==> src/rtl/fetch_unit.sv <==
// fetch_unit -- instruction fetch stage feeding the main decoder.
//
// Holds the PC and sends word requests to instruction memory over a
// req/gnt/rvalid handshake. Returned words go into a small in-order FIFO
// of {pc, instr} entries. The FIFO head is offered to the decoder with a
// valid/ready handshake. A redirect from execute flushes the FIFO, reloads
// the PC and marks every in-flight response to be dropped.
//
// Parameters:
//   RESET_PC  PC loaded on reset (word aligned)
//   DEPTH     FIFO entries, also the outstanding-request credit limit (2 or 4)
//
// Ports:
//   clk_i, rst_n_i              clock, synchronous active-low reset
//   imem_req_o, imem_addr_o     request valid / word address (equals the PC)
//   imem_gnt_i                  request accepted this cycle
//   imem_rvalid_i, imem_rdata_i in-order response valid / instruction word
//   redirect_i, redirect_pc_i   taken branch/jump pulse and its target
//   valid_o, ready_i            head valid / decoder accepts head
//   instr_o, pc_o, op_o         head instruction, its PC, opcode bits [6:0]
//   misaligned_o                sticky misaligned-redirect flag
//
// Build option:
//   FETCH_MISALIGN_TRAP_EN  when defined, a redirect to a target with
//   non-zero low bits flushes but does not load the PC, and sets the sticky
//   misaligned_o flag, which halts fetch until reset or an aligned redirect.
//   When undefined, the low target bits are ignored and misaligned_o is 0.

module fetch_unit #(
  parameter logic [31:0] RESET_PC = 32'h0000_0000,
  parameter int          DEPTH    = 2
) (
  input  logic        clk_i,
  input  logic        rst_n_i,
  output logic        imem_req_o,
  output logic [31:0] imem_addr_o,
  input  logic        imem_gnt_i,
  input  logic        imem_rvalid_i,
  input  logic [31:0] imem_rdata_i,
  input  logic        redirect_i,
  input  logic [31:0] redirect_pc_i,
  output logic        valid_o,
  input  logic        ready_i,
  output logic [31:0] instr_o,
  output logic [31:0] pc_o,
  output logic [6:0]  op_o,
  output logic        misaligned_o
);

  localparam int PW = $clog2(DEPTH);
  localparam int CW = $clog2(DEPTH + 1);
  localparam logic [CW:0]   CREDIT_LIMIT = DEPTH[CW:0];
  localparam logic [CW-1:0] FULL_COUNT   = DEPTH[CW-1:0];

  logic [31:0]   pc_reg, pc_next;
  logic [31:0]   resp_pc_reg, resp_pc_next;   // PC of the next response to be kept
  logic [CW-1:0] count_reg, count_next;
  logic [CW-1:0] outstanding_reg, outstanding_next;
  logic [CW-1:0] discard_reg, discard_next;
  logic [PW-1:0] rd_ptr_reg, rd_ptr_next;
  logic [PW-1:0] wr_ptr_reg, wr_ptr_next;

  logic          halted;
  logic          redirect_load;
  logic [CW:0]   credit_sum;
  logic          grant;
  logic          push;
  logic          pop;
  logic          head_valid;

  logic [31:0]   entry_instr [DEPTH];
  logic [31:0]   entry_pc    [DEPTH];

`ifdef FETCH_MISALIGN_TRAP_EN
  logic halted_reg, halted_next;
  logic redirect_aligned;

  assign redirect_aligned = (redirect_pc_i[1:0] == 2'b00);
  assign redirect_load    = redirect_i & redirect_aligned;
  assign halted           = halted_reg;
  assign misaligned_o     = halted_reg;

  // A misaligned redirect sets the flag, an aligned one clears it.
  always_comb begin
    halted_next = halted_reg;
    if (redirect_i) begin
      halted_next = !redirect_aligned;
    end
  end

  always_ff @(posedge clk_i) begin
    if (!rst_n_i) begin
      halted_reg <= 1'b0;
    end else begin
      halted_reg <= halted_next;
    end
  end
`else
  logic unused_redirect_low_bits;

  // Low target bits are forced to zero on load, so they are not needed.
  assign unused_redirect_low_bits = |redirect_pc_i[1:0];
  assign redirect_load = redirect_i;
  assign halted        = 1'b0;
  assign misaligned_o  = 1'b0;
`endif

  // Credits count both buffered words and words still in flight, so a
  // response always finds a free FIFO slot.
  assign credit_sum = {1'b0, count_reg} + {1'b0, outstanding_reg};
  assign imem_req_o = rst_n_i & !redirect_i & !halted & (credit_sum < CREDIT_LIMIT);
  assign imem_addr_o = pc_reg;
  assign grant       = imem_req_o & imem_gnt_i;

  // A response arriving in a redirect cycle belongs to the old stream.
  assign push = imem_rvalid_i & !redirect_i & (discard_reg == '0);

  assign head_valid = (count_reg != '0);
  assign valid_o    = head_valid & !redirect_i;
  assign pop        = valid_o & ready_i;

  assign instr_o = head_valid ? entry_instr[rd_ptr_reg] : 32'h0;
  assign pc_o    = head_valid ? entry_pc[rd_ptr_reg]    : 32'h0;
  assign op_o    = instr_o[6:0];

  // FIFO storage; entries need no reset because the head is masked when empty.
  genvar gi;
  generate
    for (gi = 0; gi < DEPTH; gi++) begin : g_entry
      logic [31:0] instr_reg;
      logic [31:0] pc_tag_reg;

      always_ff @(posedge clk_i) begin
        if (push && (wr_ptr_reg == PW'(gi))) begin
          instr_reg  <= imem_rdata_i;
          pc_tag_reg <= resp_pc_reg;
        end
      end

      assign entry_instr[gi] = instr_reg;
      assign entry_pc[gi]    = pc_tag_reg;
    end
  endgenerate

  always_comb begin
    pc_next          = pc_reg;
    resp_pc_next     = resp_pc_reg;
    count_next       = count_reg;
    outstanding_next = outstanding_reg;
    discard_next     = discard_reg;
    rd_ptr_next      = rd_ptr_reg;
    wr_ptr_next      = wr_ptr_reg;

    if (redirect_i) begin
      count_next       = '0;
      rd_ptr_next      = '0;
      wr_ptr_next      = '0;
      // No grant is possible here, so only a response can retire.
      outstanding_next = outstanding_reg - CW'(imem_rvalid_i);
      discard_next     = outstanding_next;
      if (redirect_load) begin
        pc_next      = {redirect_pc_i[31:2], 2'b00};
        resp_pc_next = {redirect_pc_i[31:2], 2'b00};
      end
    end else begin
      if (grant) begin
        pc_next = pc_reg + 32'd4;
      end
      outstanding_next = outstanding_reg + CW'(grant) - CW'(imem_rvalid_i);
      if (imem_rvalid_i && (discard_reg != '0)) begin
        discard_next = discard_reg - CW'(1);
      end
      if (push) begin
        wr_ptr_next  = wr_ptr_reg + PW'(1);
        resp_pc_next = resp_pc_reg + 32'd4;
      end
      if (pop) begin
        rd_ptr_next = rd_ptr_reg + PW'(1);
      end
      count_next = count_reg + CW'(push) - CW'(pop);
    end
  end

  always_ff @(posedge clk_i) begin
    if (!rst_n_i) begin
      pc_reg          <= RESET_PC;
      resp_pc_reg     <= RESET_PC;
      count_reg       <= '0;
      outstanding_reg <= '0;
      discard_reg     <= '0;
      rd_ptr_reg      <= '0;
      wr_ptr_reg      <= '0;
    end else begin
      pc_reg          <= pc_next;
      resp_pc_reg     <= resp_pc_next;
      count_reg       <= count_next;
      outstanding_reg <= outstanding_next;
      discard_reg     <= discard_next;
      rd_ptr_reg      <= rd_ptr_next;
      wr_ptr_reg      <= wr_ptr_next;
    end
  end

  // The credit scheme must never let a response land in a full FIFO.
  a_no_push_when_full: assert property (
    @(posedge clk_i) disable iff (!rst_n_i) !(push && !pop && (count_reg == FULL_COUNT))
  );

endmodule
==> config.mk <==
export PLATFORM = sky130hd
export DESIGN_NAME = fetch_unit
export DESIGN_NICKNAME = d
export VERILOG_FILES = /design/src/rtl/fetch_unit.sv
export SDC_FILE = /design/constraint.sdc
export NUM_CORES = 1
export LEC_CHECK = 0
export CORE_UTILIZATION = 45
export DETAILED_ROUTE_END_ITERATION = 6
export PLACE_DENSITY = 0.72
export SYNTH_ARGS = -nofsm -noshare
export SYNTH_HDL_FRONTEND = slang
export SYNTH_SLANG_ARGS = --single-unit
==> constraint.sdc <==
create_clock -name clk_i -period 10 [get_ports clk_i]
set_clock_uncertainty 0.15 [all_clocks]
set_input_delay 3 -clock clk_i [delete_from_list [all_inputs] [get_ports clk_i]]
set_output_delay 3 -clock clk_i [all_outputs]
set_load 0.02 [all_outputs]
==> summary by stage, run 1 <==
Run status
The flow ran to the end, but the final reports show violations. The checks that failed: DRC.

Worst setup path
The endpoint arrival time on the critical path is 4.89 ns. The required time of the worst setup path is 6.85 ns. The element type at the critical path start is an input pin. The kind of end point of the critical path is an output port. Walking the worst path, the cells encountered are clkdlybuf4s50_1, buf_4, nor4b_4, clkdlybuf4s50_1. The biggest fanout along the worst timing path is 46. The worst setup path is of the in2out kind. The most numerous cell type found on the critical path is sky130_fd_sc_hd__clkdlybuf4s50_1. Among all stages on the critical path, the largest delay is contributed by sky130_fd_sc_hd__clkdlybuf4s50_1.

For this run, the slowest stage of the critical path takes 0.67 ns.

Final layout
The final net count is 938. Of the cells placed in the final design, the portion with a size suffix greater than 1 is 6.54%. In the final layout, flip-flops and latches occupy 5090 um^2. In the layout the commonest cells are sky130_fd_sc_hd__clkdlybuf4s50_1 (168), sky130_fd_sc_hd__edfxtp_1 (124), sky130_fd_sc_hd__nor2_1 (82). Measured on the finished design, the core utilization comes to 59.6%. The summed area of non-filler cells in the final layout is 10800 um^2. The most common cell after layout, fill and taps aside is sky130_fd_sc_hd__clkdlybuf4s50_1. The register with the most flip-flops in the layout has 64 of them.

Relative to the synthesized area, the layout overhead comes to 28.9%. The post-route non-filler standard cell count is 1101. The multi-input combinational cells in the finished layout cover a total of 3000 um^2.

Counting the fill cells in the layout gives 1483. 0 antenna diodes ended up in the layout.

Yosys
Of the post-synthesis cell area, the dominant cell type holds 44.5%. Sequential elements use 60.8% of the synthesized area. In the synthesized netlist the async set-or-reset flop fraction comes to 0%. The post-synthesis instance area is 8360 um^2.

By area the synthesized netlist is led by sky130_fd_sc_hd__edfxtp_1 (45%), sky130_fd_sc_hd__dfxtp_1 (16%), sky130_fd_sc_hd__mux2i_1 (7.8%), sky130_fd_sc_hd__nor2_1 (3.8%), sky130_fd_sc_hd__xor2_1 (3.0%). The Yosys step of the flow raised 0 warnings. In the synthesized netlist the dominant register cell turns out to be sky130_fd_sc_hd__edfxtp_1. The post-synthesis area per instance is 11.8 um^2. The number of distinct library cells after synthesis is 59. Of all cell types, the one taking the most synthesized area is sky130_fd_sc_hd__edfxtp_1.

Counting flops and latches in the post-synthesis netlist gives 192. The synthesized instance count is 706. Yosys mapped a number of flops with a built-in enable equal to 124.

Clock tree
The tree is rooted in a sky130_fd_sc_hd__clkbuf_16. The number of clock buffers added by TritonCTS is 17. The H-tree was split into 4 levels.

Post-CTS repair changed the size of 0 cells. The insertion delay of the later-clocked pin in the worst-skew pair is 0.43 ns. The clock passes through at most 2 buffers. Clock-pin slew was measured on the worst setup and hold paths at 0.07 ns. The hold buffer count at cts is 0.

TritonCTS built the clock tree. The number of setup buffers added after CTS is 0. The clock sink count is 192.

Power
The power density over the cells is 168 nW/um^2. For this design the static power due to leakage is 3.55 nW. The worst supply voltage drop on vdd is 0.120 mV.

Timing
The final setup slack of the worst path is 1.96 ns. The final critical path time including I/O delays and setup is 8.04 ns. Setup total negative slack on the finished layout was measured at 0 ns.

Setup repair after global routing left no endpoint under its margin. Setup violations remaining at the end of the flow were counted as 0. The number of max-slew violations in the final report came to 0. The worst slew slack as a fraction of its limit is 12.4%.

After layout, the worst path uses 80.4% of the clock period. Timing would allow up to 0.124 GHz. The number of hold violations in the final report was 0. The transition at the pin with the smallest max-transition slack is 1.31 ns.

Global routing
After global routing the overflow that remains totals 0. The number of antenna violations at the first check in global routing is 0. For this run, the total global-route usage over all layers was measured as 19.8%. The maximum number of pins on one net before global-route repair is 88. The via count of the first global-routing pass is 5582. The first global-routing pass estimated 29400 um of wire.

Detailed routing
The mean routed wirelength per cell is 16.9 um. The routed layout has 5917 vias. In the routed layout, each cell is associated on average with a via count of 5.37. In the routed design, unresolved DRC markers number 36. The detailed-routing iteration count for the pre-antenna-repair pass is 7. After the first detailed-routing iteration, the DRC count stood at 353.

The final wirelength is 18600 um. In this run the remaining antenna-violating nets after routing total 0.

Place
The post-detailed-placement cell area is 10200 um^2. The HPWL after detailed placement is 12400 um. The worst setup timing slack at the placement stage is 1.98 ns. The final estimated routing congestion in global placement is 0.827. In this run, placement finished with an instance count of 1069. The number of port buffers is 168.

Floorplanning
The placeable core region is 18100 um^2. The overall die height is 138 um. 176 I/O pins were placed. The die outline area is 19100 um^2. The number of core rows is 49. The starting density of the core is 46.2%.

The width of the die is 138 um.

Hold path
The tightest min-delay check is of the reg2reg type.

Job
The max capacitance violation total is 0.
## layout make-up
type | count | area share (%)
repair buffers | 175 | 16.1
clock inverters | 13 | 1.62
inverters | 16 | 0.557
well taps | 229 | 2.66
multi-input cells | 457 | 27.8
flip-flops and latches | 192 | 47.2
clock buffers | 19 | 4.11
## where the power goes
| group | leakage, nW | switching, mW | total [mW] | internal, mW |
|---|---|---|---|---|
| sequential | 1.70 | 0.0322 | 0.917 | 0.885 |
| clock | 0.296 | 0.300 | 0.707 | 0.407 |
| combinational | 1.56 | 0.0972 | 0.184 | 0.0872 |
| total | 3.55 | 0.430 | 1.81 | 1.38 |
## path summary, 6_finish.rpt
path                   start  slack [ns]                        end  depth (start not counted)
max                  rst_n_i        1.96                 imem_req_o                          4
min          resp_pc_reg[28]        0.32  g_entry[1].pc_tag_reg[28]                          0
min reg2reg  resp_pc_reg[28]        0.32  g_entry[1].pc_tag_reg[28]                          0
max reg2reg     count_reg[0]        6.52         outstanding_reg[1]                         12
## critical path, delay by kind of cell
family / cells / cell delay (ns)
buffers and inverters: 3 / 1.52
AND/OR/NAND/NOR: 1 / 0.36
## synthesized netlist by cell type (2+ instances only)
cell,number
sky130_fd_sc_hd__buf_4,13
sky130_fd_sc_hd__nand4_1,24
sky130_fd_sc_hd__o31ai_1,3
sky130_fd_sc_hd__and3_1,9
sky130_fd_sc_hd__clkbuf_1,20
sky130_fd_sc_hd__o211a_1,2
sky130_fd_sc_hd__ha_1,8
sky130_fd_sc_hd__nand3_2,2
sky130_fd_sc_hd__xor2_1,29
sky130_fd_sc_hd__nor3_1,7
sky130_fd_sc_hd__nor4_1,6
sky130_fd_sc_hd__and2_1,4
sky130_fd_sc_hd__buf_2,2
sky130_fd_sc_hd__a22oi_1,2
sky130_fd_sc_hd__a31oi_1,5
sky130_fd_sc_hd__o21ai_0,38
sky130_fd_sc_hd__buf_1,8
sky130_fd_sc_hd__edfxtp_1,124
sky130_fd_sc_hd__a311oi_1,3
sky130_fd_sc_hd__or4_1,2
sky130_fd_sc_hd__xnor2_1,21
sky130_fd_sc_hd__a21oi_1,45
sky130_fd_sc_hd__nand3_1,19
sky130_fd_sc_hd__a211oi_1,3
sky130_fd_sc_hd__and4_1,4
sky130_fd_sc_hd__nand2_1,34
sky130_fd_sc_hd__nor2_1,85
sky130_fd_sc_hd__mux2i_1,65
sky130_fd_sc_hd__dfxtp_1,68
sky130_fd_sc_hd__nand2b_1,2
sky130_fd_sc_hd__a21boi_0,6
sky130_fd_sc_hd__inv_1,16
## kinds of logic after synthesis
family,count (synthesis),synth area share (%)
multiplexers,66,7.91
other,1,0.0448
AND/OR/NAND/NOR,214,13.0
XOR/XNOR,50,5.24
buffers and inverters,61,3.81
adder cells (fa/ha/maj),9,1.44
flip-flops,192,60.8
AO/OA/AOI/OAI,113,7.76
## metrics by stage
stage | hold WS [ns] | total power, mW
after global routing | 0.340 | 1.87
after detailed placement | 0.315 | 1.12
after floorplan | 0.276 | 1.03
after CTS | 0.329 | 1.82
after global placement | 0.312 | 1.12
final | 0.317 | 1.81
## routing by layer
metal  track usage, %  part of all wire, %
met1             26.1                   43
met5                0                    0
met3             4.33                  7.3
met2             31.7                   47
met4             8.46                  2.4
Note: power is estimated with default switching activity, not from simulation.
==> run 2, diff against run 1 <==
Clock period 10 ns to 7.9 ns, I/O delays scaled along.
==> summary by stage, run 2 (synthesized netlist as in run 1, its figures left out) <==
Floorplanning
The placeable core region is 18100 um^2. The die covers 19100 um^2. In this run the horizontal extent of the chip is 138 um. The top-level I/O count is 176. The overall die height is 138 um. The number of core rows is 49.

The starting density of the core is 46.2%.

Timing
The final critical path time including I/O delays and setup is 6.57 ns. The number of setup violations in the final report is 0. The peak clock frequency supported by timing is 0.152 GHz. After layout, the worst path uses 83.1% of the clock period. The number of hold violations in the final report is 0. Setup repair after global routing left no endpoint under its margin.

Headroom to the max-slew limit came out at 20.7%. The final setup slack of the worst path is 1.33 ns. The transition at the pin with the smallest max-transition slack is 1.18 ns. The setup total negative slack is 0 ns. The number of max-slew violations in the final report is 0.

Final layout
With fillers left out, the area of the finished cells amounts to 10800 um^2. The library cell used most frequently in the layout, excluding fill and tap cells, is sky130_fd_sc_hd__clkdlybuf4s50_1. For this run, the post-layout net count is 940. Leaving out fill and tap cells, the most frequent cells in the layout are sky130_fd_sc_hd__clkdlybuf4s50_1 (168), sky130_fd_sc_hd__edfxtp_1 (124), sky130_fd_sc_hd__nor2_1 (82). The fraction of layout instances using a drive strength above 1 is 6.75%. The register with the most flip-flops in the layout has 64 of them. 0 antenna diodes ended up in the layout. The area added between synthesis and finish is 28.7%. Counting the fill cells in the layout gives 1527.

Clock tree
The number of instances resized during post-cts repair is 0. After clock tree synthesis, the flow added hold-fix buffers numbering 0. The worst-case clock buffer depth is 2. The number of clock buffers inserted by TritonCTS is 17.

The post-CTS clock slew at the launch and capture registers of the worst setup and hold paths is 0.07 ns. The cell at the root of the clock tree is sky130_fd_sc_hd__clkbuf_16. TritonCTS built the clock tree. CTS built an H-tree with a depth of 4.

The clock sink count is 192. The number of setup buffers added after CTS is 0. The insertion delay of the later-clocked pin in the worst-skew pair is 0.43 ns.

Worst setup path
The element type at the critical path start is an input pin. Of all nets on the critical path, the largest fanout is 24. STA classifies the critical path endpoint as an output port.

The endpoint arrival time on the critical path is 4.05 ns. Measured in cells, the most critical reg-to-reg path has a length of 12. The worst setup path is of the in2out kind. The required time of the worst setup path is 5.38 ns.

Place
At the placement stage, the worst setup path has a slack of 1.35 ns. The half-perimeter wire length after detailed placement is 12500 um. Routability-driven placement finished with a final weighted congestion of 0.834. After detailed placement, the total cell area comes to 10200 um^2.

The number of port buffers is 168.

Hold path
The worst hold path cell count is 0. The class of the most critical hold timing path is reg2reg.

Detailed routing
The via total after detailed routing is 5832. In this run the remaining antenna-violating nets after routing total 0. In this run, the number of DRC markers left after iteration 0 of detailed routing was 391.

The detailed-routing iteration count for the pre-antenna-repair pass is 7. The routed design uses 1120 um of met3 wire. After detailed routing, the wire length on met1 is 8150 um.

After detailed routing, the number of remaining DRC violations is 36. Dividing the detail-routed wire length by the instance count gives 16.6 um. The total length of routed met2 wires is 8750 um. The final layout contains routed wiring with a total length of 18300 um.

The mean number of vias per cell is 5.29. The highest metal layer with signal wires is met4.

Run status
The flow ran to the end, but the final reports show violations. The final reports fail on DRC.

Power
The worst-case IR drop observed on VDD is 0.160 mV. For this design the static power due to leakage is 3.55 nW. The power density over the cells is 209 nW/um^2.

Global routing
The total congestion overflow after global routing is 0. The via count of the first global-routing pass is 5667. Entering global routing, the biggest net connects 88 pins. The first global-routing pass estimated 29700 um of wire. The number of antenna violations at the first check in global routing came to 0.

For this run, the total global-route usage over all layers was measured as 19.9%.

Job
The tool flagged a number of max-cap violations equal to 0.
==> run 2: cell types whose count changed in the layout (fill, tap and decap cells not counted), sizes merged <==
cell and change:
clkinv +3, buf +2, inv -2, bufinv -1
clkbuf -1, clkinvlp +1
==> run 2: where the power goes <==
group | internal (mW) | switching, mW
Combinational | 0.111 | 0.123
Clock | 0.472 | 0.379
Sequential | 1.12 | 0.0405
Total | 1.70 | 0.542
==> run 2: final timing paths <==
check,from,endpoint,slack (ns)
worst max-delay path,redirect_i,imem_req_o,1.33
worst min-delay path,resp_pc_reg[28],g_entry[0].pc_tag_reg[28],0.34
worst max register to register,count_reg[0],outstanding_reg[1],4.44
worst min register to register,resp_pc_reg[28],g_entry[0].pc_tag_reg[28],0.34
==> run 2: per-layer routing <==
metal,vias to the layer above,global-route usage [%]
li1,2875,-
met1,2760,25.8
met2,179,32.7
met3,18,4.57
met4,0,7.33
met5,-,0
==> run 2: layout make-up <==
cell class	instances	area, um^2	share of cell area, %
clock buffers	18	429	3.99
clock inverters	14	156	1.45
inverters	16	60.1	0.558
multi-input cells	457	3000	27.8
flip-flops and latches	192	5090	47.3
well taps	229	287	2.66
repair buffers	177	1750	16.2
==> run 2: per-stage QoR <==
stage	std cells	utilization, %	power [mW]	hold slack (ns)
4_1_cts	1103	59.5	2.26	0.339
3_5_place_dp	1071	56.3	1.42	0.313
3_3_place_gp	1071	56.3	1.41	0.315
6_report	1103	59.5	2.25	0.343
5_1_grt	1103	59.5	2.32	0.373
2_1_floorplan	710	-	1.31	0.276
==> run 2: critical path: stages <==
cell and delay, ns:
sky130_fd_sc_hd__clkdlybuf4s50_1 0.39, sky130_fd_sc_hd__buf_4 0.23, sky130_fd_sc_hd__nor4b_4 0.38, sky130_fd_sc_hd__clkdlybuf4s50_1 0.67
==> run 3, diff against run 2 <==
Settings changed: PLACE_DENSITY 0.72 to 0.75.
Clock period 7.9 ns to 5.3 ns, I/O delays scaled along.
==> summary by stage, run 3 (synthesized netlist as in run 1, its figures left out) <==
Worst setup path
Data on the critical path is required at its endpoint by 3.56 ns. The beginning of the critical path is redirect_i. The worst setup path is captured at an output port. Of all nets on the critical path, the largest fanout is 4. The capture point of the worst reg-to-reg path is outstanding_reg[1]. Across all register-to-register paths, the minimum setup slack is 2.21 ns.

The endpoint arrival time on the critical path is 3.09 ns. The startpoint identified for the worst register-to-register timing path is count_reg[0]. The number of cells on the worst reg-to-reg path is 12. The critical path is of the in2out type. The element type at the critical path start is an input pin.

Power
The post-layout total power is 3.37 mW. The leakage power is 3.58 nW. The worst supply voltage drop on vdd is 0.282 mV. The power density over the cells is 311 nW/um^2.

Run status
The flow ran to the end, but the final reports show violations. The checks that failed: DRC.

Floorplanning
The overall die height is 138 um. The width of the die is 138 um. The initialized floorplan defines 49 standard-cell rows. 176 I/O pins were placed. The placeable core region is 18100 um^2.

The die covers 19100 um^2. For this configuration, the core starts out at a cell density of 46.2%.

Final layout
The area added between synthesis and finish is 29.4%. The register with the most flip-flops in the layout has 64 of them. The post-route non-filler standard cell count is 1104.

Leaving out fill and tap cells, the most frequent cell in the layout is sky130_fd_sc_hd__clkdlybuf4s50_1. The top cell types in the final layout, fill and taps aside, are sky130_fd_sc_hd__clkdlybuf4s50_1 (168), sky130_fd_sc_hd__edfxtp_1 (124), sky130_fd_sc_hd__nor2_1 (82). Summing all non-filler instances in the final layout gives an area of 10800 um^2. The final net count is 941.

Of the cells placed in the final design, the portion with a size suffix greater than 1 is 6.97%. The number of fill cells in the layout is 1478. The number of inserted diodes is 0.

Timing
Setup repair after global routing left no endpoint under its margin. The transition at the pin with the smallest max-transition slack is 1.21 ns. The final setup slack of the worst path is 0.473 ns.

The number of max-slew violations in the final report is 0. In this run the tightest slew margin relative to its limit is 18.3%. The post-route worst hold slack is 0.322 ns.

The worst path needs 4.83 ns of the cycle, external delays included. The number of setup violations in the final report is 0. The number of hold violations in the final report was 0. Based on the critical path, the design can be clocked at up to 0.207 GHz. Dividing the final minimum period by the clock period gives 91.1%.

Clock tree
The insertion delay of the later-clocked pin in the worst-skew pair is 0.43 ns. Clock-pin slew was measured on the worst setup and hold paths at 0.07 ns. The H-tree generated during clock tree synthesis spans 4 levels. The cell at the root of the clock tree is sky130_fd_sc_hd__clkbuf_16. For this design, the CTS-stage hold fixing added 0 buffers. Buffers inserted during clock tree synthesis total 17. The clock sink count is 192.

In this run the deepest clock path goes through 2 buffers. Post-CTS repair changed the size of 0 cells. The number of setup buffers added after CTS is 0.

TritonCTS built the clock tree.

Place
The post-detailed-placement cell area is 10200 um^2. The wire-length estimate of the detail-placed layout is 12600 um. In this run the tool buffered the top-level ports with 168 buffer cells. The worst setup timing slack at the placement stage is 0.475 ns.

The final estimated routing congestion in global placement is 0.826. The number of cells after detailed placement is 1072.

Detailed routing
The post-route DRC violation count is 34. The sum of met3 wire segment lengths after detailed routing is 1290 um. In this run the remaining antenna-violating nets after routing total 0. The routed layout has 5902 vias. The highest metal layer with signal wires is met4.

After detailed routing, the number of vias per cell comes to 5.35. The detailed-routing iteration count for the pre-antenna-repair pass is 7. The total length of routed met2 wires is 9070 um. For this block, the initial DRC count from the detailed router was 373. The routed length on met1 is 7940 um. The final wirelength is 18600 um. Dividing the detail-routed wire length by the instance count gives 16.9 um.

Hold path
The worst hold path was traced through 0 stages. The class of the most critical hold timing path is reg2reg. The startpoint identified for the worst hold timing path is resp_pc_reg[28]. The end point of the worst hold path is g_entry[1].pc_tag_reg[28].

Job
The max capacitance violation total is 0.

Global routing
The number of antenna violations at the first check in global routing is 0. Global routing finished with a remaining overflow of 0. The maximum number of pins on one net before global-route repair is 88. The via count of the first global-routing pass was 5626. The first global-routing pass estimated 29700 um of wire. Across every metal layer, demand over resource in global routing totals 20.2%.
run 3: cell types whose count changed in the layout (fill, tap and decap cells not counted):
cell,before,now
sky130_fd_sc_hd__buf_12,0,3
sky130_fd_sc_hd__buf_4,9,7
sky130_fd_sc_hd__clkbuf_1,1,0
sky130_fd_sc_hd__clkinv_4,2,3
sky130_fd_sc_hd__clkinvlp_4,3,1
sky130_fd_sc_hd__inv_8,1,3
run 3: area by class of cell:
type,count,area [um^2],share of cell area [%]
Sequential cell,192,5090,47.0
Inverter,16,60.1,0.555
Clock inverter,15,173,1.60
Tap cell,229,287,2.65
Multi-Input combinational cell,457,3000,27.7
Clock buffer,17,425,3.93
Timing Repair Buffer,178,1790,16.6
run 3: report_power, final:
group          internal [mW]  switching, mW
Sequential              1.67         0.0597
Combinational          0.168          0.184
Clock                  0.711          0.579
run 3: how the worst max path moves through the flow:
stage	slack, ns	endpoint	cells past startpoint
6_report	0.47	imem_req_o	3
5_1_grt	0.42	imem_req_o	3
4_1_cts	0.47	imem_req_o	3
3_5_place_dp	0.47	imem_req_o	3
3_3_place_gp	0.47	imem_req_o	3
2_1_floorplan	-0.06	g_entry[0].instr_reg[0]	4
run 3: routing by layer:
metal  vias up  track usage, %
li1       2884               -
met1      2792            26.0
met2       202            33.2
met3        24            5.02
met4         0            7.04
met5         -               0
run 3: per-stage QoR:
step | utilization (%) | TNS (ns)
final | 59.9 | 0
after global routing | 59.9 | 0
after CTS | 59.9 | 0
after detailed placement | 56.5 | 0
after global placement | 56.5 | 0
after floorplan | - | -7.64
run 3: critical path, cell delays in order:
cell	delay [ns]
sky130_fd_sc_hd__clkdlybuf4s50_1	0.46
sky130_fd_sc_hd__nor4b_4	0.37
sky130_fd_sc_hd__clkdlybuf4s50_1	0.67
